**config.mk**
```make
export PLATFORM = sky130hd
export DESIGN_NAME = serial_adder_ctrl
export DESIGN_NICKNAME = d
export VERILOG_FILES = /design/src/rtl/serial_adder_ctrl_pkg.sv /design/src/rtl/serial_adder_ctrl_full_adder.sv /design/src/rtl/serial_adder_ctrl.sv
export SDC_FILE = /design/constraint.sdc
export NUM_CORES = 1
export LEC_CHECK = 0
export CAP_MARGIN = 5
export CORE_ASPECT_RATIO = 0.5
export CORE_MARGIN = 3
export CORE_UTILIZATION = 48
export CTS_BUF_LIST = sky130_fd_sc_hd__clkbuf_4 sky130_fd_sc_hd__clkbuf_8
export CTS_CLUSTER_DIAMETER = 200
export DETAILED_ROUTE_END_ITERATION = 12
export GPL_TIMING_DRIVEN = 0
export PLACE_DENSITY = 0.76
export SLEW_MARGIN = 20
export SYNTH_ARGS = -nofsm -noshare
export SYNTH_HDL_FRONTEND = slang
export SYNTH_HIERARCHICAL = 1
export SYNTH_SLANG_ARGS = --single-unit
```
**constraint.sdc**
```tcl
create_clock -name clk -period 1.4 [get_ports clk]
set_input_delay 0.14 -clock clk [delete_from_list [all_inputs] [get_ports clk]]
set_output_delay 0.14 -clock clk [all_outputs]
set_load 0.1 [all_outputs]
```
**src/rtl/serial_adder_ctrl_pkg.sv**
```systemverilog
// Shared definitions for the bit-serial adder controller.
// Holds the FSM state encoding and the default operand width.
// Imported by the controller top.
package serial_adder_ctrl_pkg;

  // Default operand/result width in bits (legal range >= 2).
  localparam int DEFAULT_WIDTH = 8;

  // Controller states. The unused code 2'd3 falls back to IDLE.
  typedef enum logic [1:0] {
    ST_IDLE = 2'd0,
    ST_RUN  = 2'd1,
    ST_DONE = 2'd2
  } state_t;

endpackage

```
**src/rtl/serial_adder_ctrl_full_adder.sv**
```systemverilog
// Single-bit full adder cell, purely combinational.
// Latency: 0 cycles. Backpressure: none (no state, no handshake).
// Ports: a, b, c = addend bits and carry-in; sum, carry = result bit and carry-out.
module full_adder (
  input  logic a,
  input  logic b,
  input  logic c,
  output logic sum,
  output logic carry
);

  logic p;

  assign p     = a ^ b;
  assign sum   = p ^ c;
  assign carry = (a & b) | (c & p);

endmodule

```
**src/rtl/serial_adder_ctrl.sv**
```systemverilog
// Bit-serial WIDTH-bit adder: one shared full_adder, one bit per clock, LSB first.
// Latency: res_valid rises exactly WIDTH edges after the accept edge.
// Backpressure: result held in DONE until res_ready; start_ready is high only in IDLE.
// Ports:
//   clk, rst                  clock, async active-high reset
//   start_valid/start_ready   operand handshake; op_a, op_b, cin sampled at the accept edge
//   res_valid/res_ready       result handshake; sum, cout registered result
//   busy                      controller is not idle
module serial_adder_ctrl
  import serial_adder_ctrl_pkg::*;
#(
  parameter int WIDTH = DEFAULT_WIDTH
) (
  input  logic             clk,
  input  logic             rst,
  input  logic             start_valid,
  output logic             start_ready,
  input  logic [WIDTH-1:0] op_a,
  input  logic [WIDTH-1:0] op_b,
  input  logic             cin,
  output logic             res_valid,
  input  logic             res_ready,
  output logic [WIDTH-1:0] sum,
  output logic             cout,
  output logic             busy
);

  localparam int CW = (WIDTH > 1) ? $clog2(WIDTH) : 1;

  state_t         state;
  state_t         state_nxt;

  logic [WIDTH-1:0] a_sr;
  logic [WIDTH-1:0] b_sr;
  logic [WIDTH-1:0] sum_sr;
  logic             carry_q;
  logic [CW-1:0]    bit_cnt;

  logic accept;
  logic last_bit;
  logic fa_sum;
  logic fa_carry;

  assign accept   = start_valid && start_ready;
  assign last_bit = (bit_cnt == CW'(WIDTH - 1));

  full_adder u_fa (
    .a     (a_sr[0]),
    .b     (b_sr[0]),
    .c     (carry_q),
    .sum   (fa_sum),
    .carry (fa_carry)
  );

  // State register
  always_ff @(posedge clk or posedge rst) begin
    if (rst) begin
      state <= ST_IDLE;
    end else begin
      state <= state_nxt;
    end
  end

  // Next-state logic
  always_comb begin
    state_nxt = state;
    case (state)
      ST_IDLE: if (start_valid) state_nxt = ST_RUN;
      ST_RUN:  if (last_bit)    state_nxt = ST_DONE;
      ST_DONE: if (res_ready)   state_nxt = ST_IDLE;
      default:                  state_nxt = ST_IDLE;
    endcase
  end

  // Outputs decoded from the registered state only
  always_comb begin
    start_ready = 1'b0;
    res_valid   = 1'b0;
    busy        = 1'b1;
    case (state)
      ST_IDLE: begin
        start_ready = 1'b1;
        busy        = 1'b0;
      end
      ST_DONE: res_valid = 1'b1;
      default: ;
    endcase
  end

  // Datapath: operand shifters, carry flop, bit counter and result registers.
  // sum/cout load only on the final bit so they stay stable through IDLE/RUN.
  always_ff @(posedge clk or posedge rst) begin
    if (rst) begin
      a_sr    <= '0;
      b_sr    <= '0;
      sum_sr  <= '0;
      carry_q <= 1'b0;
      bit_cnt <= '0;
      sum     <= '0;
      cout    <= 1'b0;
    end else if (accept) begin
      a_sr    <= op_a;
      b_sr    <= op_b;
      carry_q <= cin;
      bit_cnt <= '0;
    end else if (state == ST_RUN) begin
      a_sr    <= {1'b0, a_sr[WIDTH-1:1]};
      b_sr    <= {1'b0, b_sr[WIDTH-1:1]};
      sum_sr  <= {fa_sum, sum_sr[WIDTH-1:1]};
      carry_q <= fa_carry;
      if (last_bit) begin
        // Counter parks at WIDTH-1 instead of wrapping; reloaded on next accept.
        sum  <= {fa_sum, sum_sr[WIDTH-1:1]};
        cout <= fa_carry;
      end else begin
        bit_cnt <= bit_cnt + CW'(1);
      end
    end
  end

endmodule
```
; ---- After elaboration in Yosys (flattened, before gate mapping)
; Cells that the tools add are included.
[totals]
ff_bits = 39
input_bits = 21
out_inout_bits = 12
[op_classes]
n_addsub = 1
eq_ne = 7
n_mux = 16
n_bitwise = 6
n_reduce_logical = 7
[ops]
columns = cell, count
row1 = 2-to-1 mux 8 bit, 4
row2 = 2-to-1 mux 3 bit, 3
row3 = inequality test 2 bit (second input constant), 4
row4 = 2-to-1 mux 2 bit, 3
row5 = one-hot mux 2 bit (3 select lines), 1
row6 = AND reduction 3 bit, 2
row7 = 2-to-1 mux 1 bit, 5
row8 = AND reduction 2 bit, 2
row9 = adder 3 x 1 -> 3 bit (second input constant), 1
row10 = == test 3 bit (second input constant), 1
row11 = bitwise AND 1 bit, 2
row12 = == test 2 x 1 -> 1 bit (second input constant), 1
row13 = == test 2 bit (second input constant), 1
row14 = zero test 2 bit, 1
row15 = nonzero test 2 bit, 1
row16 = bitwise XOR 1 bit, 2
row17 = logical AND 1 bit, 1
row18 = inverter 1 bit, 1
row19 = OR 1 bit, 1

; ---- Depth between registers and ports, before layout
[logic_depth]
ltp_word = 5
ltp_mapped = 5
mapped_depth_nobuf = 5

; ---- Modules after synthesis
; The synthesis kept the hierarchy.
[modules_own_cells]
columns = mod, n_inst, cells_each, area_per_inst_um2, seq_area_each_um2
row1 = serial_adder_ctrl, 1, 161, 1767.9, 950.9
row2 = full_adder, 1, 1, 20.0, 0.0

; ---- Worst setup path after synthesis
; No wires, ideal clock.
[synth_path]
path_kind = register to output
from = reg state[0]
to = out busy
t_arrival_ps = 2325
setup_slack_ps = -1065
path_stages_with_launch = 4
path_buffers = 1
cell_sequence = dfrtp_1 buf_4 nor2_2 inv_1
[synth_between]
elab_chain_cells = 2
[synth_lines]
columns = element, line
row1 = start: declaration, serial_adder_ctrl.sv:30  ; state_t state;
row2 = start signal: assignment, serial_adder_ctrl.sv:60  ; state <= state_nxt;
row3 = zero test 2 bit, serial_adder_ctrl.sv:80  ; case (state)
row4 = 2-to-1 mux 1 bit, serial_adder_ctrl.sv:80
row5 = end: declaration, serial_adder_ctrl.sv:25  ; output logic busy
; No other way between the ends.

; ---- Final worst setup path
; Ends and elaborated chain as after synthesis.

==> flow_summary.json <==
{
  "status": "finished with violations",
  "violations": "setup timing",
  "placed_cells": 243,
  "min_path_type": "in -> async",
  "wirelength_um": 4170,
  "nets": 236,
  "slew_headroom_pct": 63.7,
  "io_buffers": 32,
  "r2r_slack_ns": -0.03,
  "overflow": 0,
  "clk_latency_ns": 0.29,
  "synth_edf_count": 0,
  "clock_tree.root_cell": "clkbuf_8",
  "async_flop_share_pct": 100,
  "rsz0062_at_grt": "true",
  "coreArea_um2": 3280,
  "timing.final.crit_share_pct": 107,
  "grt_util_all_layers_pct": 20.0,
  "insertedDiodeCount": 0,
  "synth_common_cells": "dfrtp_1, nand2_1, nor3b_1",
  "die_w_um": 92.3,
  "reg2reg_depth": 4,
  "worstMarginPinSlew_ns": 0.548,
  "yosysMostFrequentCell": "dfrtp_1",
  "finalMaxSlewViolations": 0,
  "final.setup_skew_ns": 0.00345,
  "crit_required_ns": 1.26,
  "synth_area_per_cell_um2": 11.0,
  "yosysWarnings": 6,
  "end_kind": "output pin",
  "p_leak_nw": 1.16,
  "path_clk_slew_ns": 0.08,
  "dieArea_um2": 4540,
  "syn_nets": 186,
  "critical_path_class": "reg -> out",
  "postSynthCellCount": 162,
  "post_drt_wl_per_cell_um": 16.0,
  "std_cell_rows": 14,
  "fin_crit_ns": 1.49,
  "final_cells": 261,
  "n_fill_cell": 220,
  "antenna_left": 0,
  "dr.pass1.iters": 4,
  "setup_ws_ns": -0.0946,
  "setup-violations-final": 7,
  "antenna_found_initial": 0,
  "power_density_nw_per_um2": 2640,
  "via_count": 1428,
  "first_global_vias": 1446,
  "cp_max_fo": 5,
  "hpwlAfterDp_um": 2630,
  "crit_arrival_ns": 1.35,
  "h-tree-depth": 2,
  "cts_tree": "built",
  "critical_path.startpoint_type": "register",
  "grt_pass1_wl_um": 7060,
  "ys_seq_elements": 38,
  "synth_area_leader_cell": "dfrtp_1",
  "cts_num_sinks": 38,
  "dieHeight_um": 49.2,
  "io_pins": 33,
  "rr_startpoint": "state[0]$_DFFE_PP0P_",
  "syn2layout_area_growth_pct": 42.5,
  "drc": 0,
  "hold_buffers": 0,
  "cts_buffers": 5,
  "synthDistinctLibCells": 29,
  "synthesis.area_um2": 1790,
  "tns_ns": -0.334,
  "fmax_mhz": 669,
  "hold_viol": 0,
  "drt_iter0_markers": 57,
  "synthTopCellsByArea": "dfrtp_1, mux2_2, nand2_1, a221oi_2, nor3b_1",
  "synthFlopType": "dfrtp_1",
  "synth_top_cell_area_share_pct": 53.2,
  "ys_seq_area_share_pct": 53.2,
  "cap_violations": 0,
  "ir_worst_vdd_uv": 1490,
  "p_total_mw": 6.72,
  "drive_above_1_share_pct": 31.5,
  "rr_endpoint": "sum[4]$_DFFE_PP0P_",
  "cts.path.max_buffers": 2,
  "initial_core_util_pct": 54.6,
  "grt_max_degree": 28,
  "gp_congestion": 0.811,
  "via_per_inst": 5.47
}
## registers in the layout, indices dropped and copies added (netlist names)
signal,count
a_sr,8
b_sr,8
sum,8
sum_sr,7
bit_cnt,3
state,2
carry_q,1
cout,1
## worst max-delay path by stage
stage	from	endpoint	slack, ns
floorplan	state[0]$_DFFE_PP0P_	busy	-0.47
global placement	state[0]$_DFFE_PP0P_	res_valid	-0.89
detailed placement	state[0]$_DFFE_PP0P_	res_valid	-0.89
CTS	state[0]$_DFFE_PP0P_	res_valid	-0.11
global route	state[0]$_DFFE_PP0P_	busy	-0.14
finish	state[0]$_DFFE_PP0P_	busy	-0.09
## power breakdown
group	switching [mW]	total [mW]	leakage, nW	internal [mW]
registers	0.304	1.91	0.466	1.61
logic	2.25	3.65	0.622	1.41
clock network	0.399	1.16	0.0714	0.760
## kinds of logic after synthesis
group | Yosys count | synth area share [%]
buf+inv | 19 | 4.90
simple gates | 60 | 18.0
fa+ha+maj | 3 | 2.52
mux | 10 | 6.30
compound gates | 32 | 15.1
flops | 38 | 53.2
## area by class of cell
class	instances	area (um^2)	share of cell area, %
multi-input combinational	106	825	32.4
sequential	38	951	37.3
timing repair buffer	42	445	17.5
clock inverter	2	60.1	2.36
clock buffer	6	82.6	3.24
inverter	9	37.5	1.47
tap	48	60.1	2.36
buffer	10	86.3	3.39
## per-layer routing
metal	vias to the layer above	global-route usage, %	routed length [um]
met5	-	0	0
met4	0	5.42	17
met2	46	31.9	1960
met1	716	27.9	1950
met3	3	4.16	248
li1	663	-	-
## worst max-delay path, cell delays in order (launching register included)
cell and delay (ns):
dfrtp_1 0.40, buf_6 0.14, buf_6 0.11, nor2_4 0.18, inv_2 0.07, buf_12 0.16
## repair_timing
action	4_1_cts	5_1_grt
setup buffers	5	3
endpoints found under the setup margin	22	21
pin swaps	3	2
resized for setup	62	17
gates cloned	1	1
## per-stage QoR
step	area, um^2	util (%)	hold WS (ns)	setup WS (ns)
after floorplan	1810	-	0.250	-0.468
after global placement	2190	66.9	0.459	-0.886
after detailed placement	2210	67.5	0.420	-0.895
after CTS	2470	75.5	0.111	-0.110
after global routing	2550	77.8	0.112	-0.141
final	2550	77.8	0.106	-0.0946
## cell usage in the layout (no fill, tap or decap), types with 2 or more instances in the layout
cell	n
dfrtp_1	38
nand2_1	26
clkdlybuf4s50_1	20
nor3b_1	10
clkdlybuf4s15_2	9
nor2b_1	7
buf_4	7
inv_1	6
a21oi_1	6
clkbuf_8	6
buf_6	5
o22a_1	5
a221oi_2	5
a22o_1	5
mux2_2	5
o21ai_0	5
nand3b_1	4
mux2_4	4
a22oi_1	4
buf_12	3
nor2_1	2
clkbuf_2	2
buf_8	2
buf_2	2
nor2_4	2
o221a_2	2
inv_2	2
nand3_1	2
bufinv_16	2
Note: power is estimated with default switching activity, not from simulation.
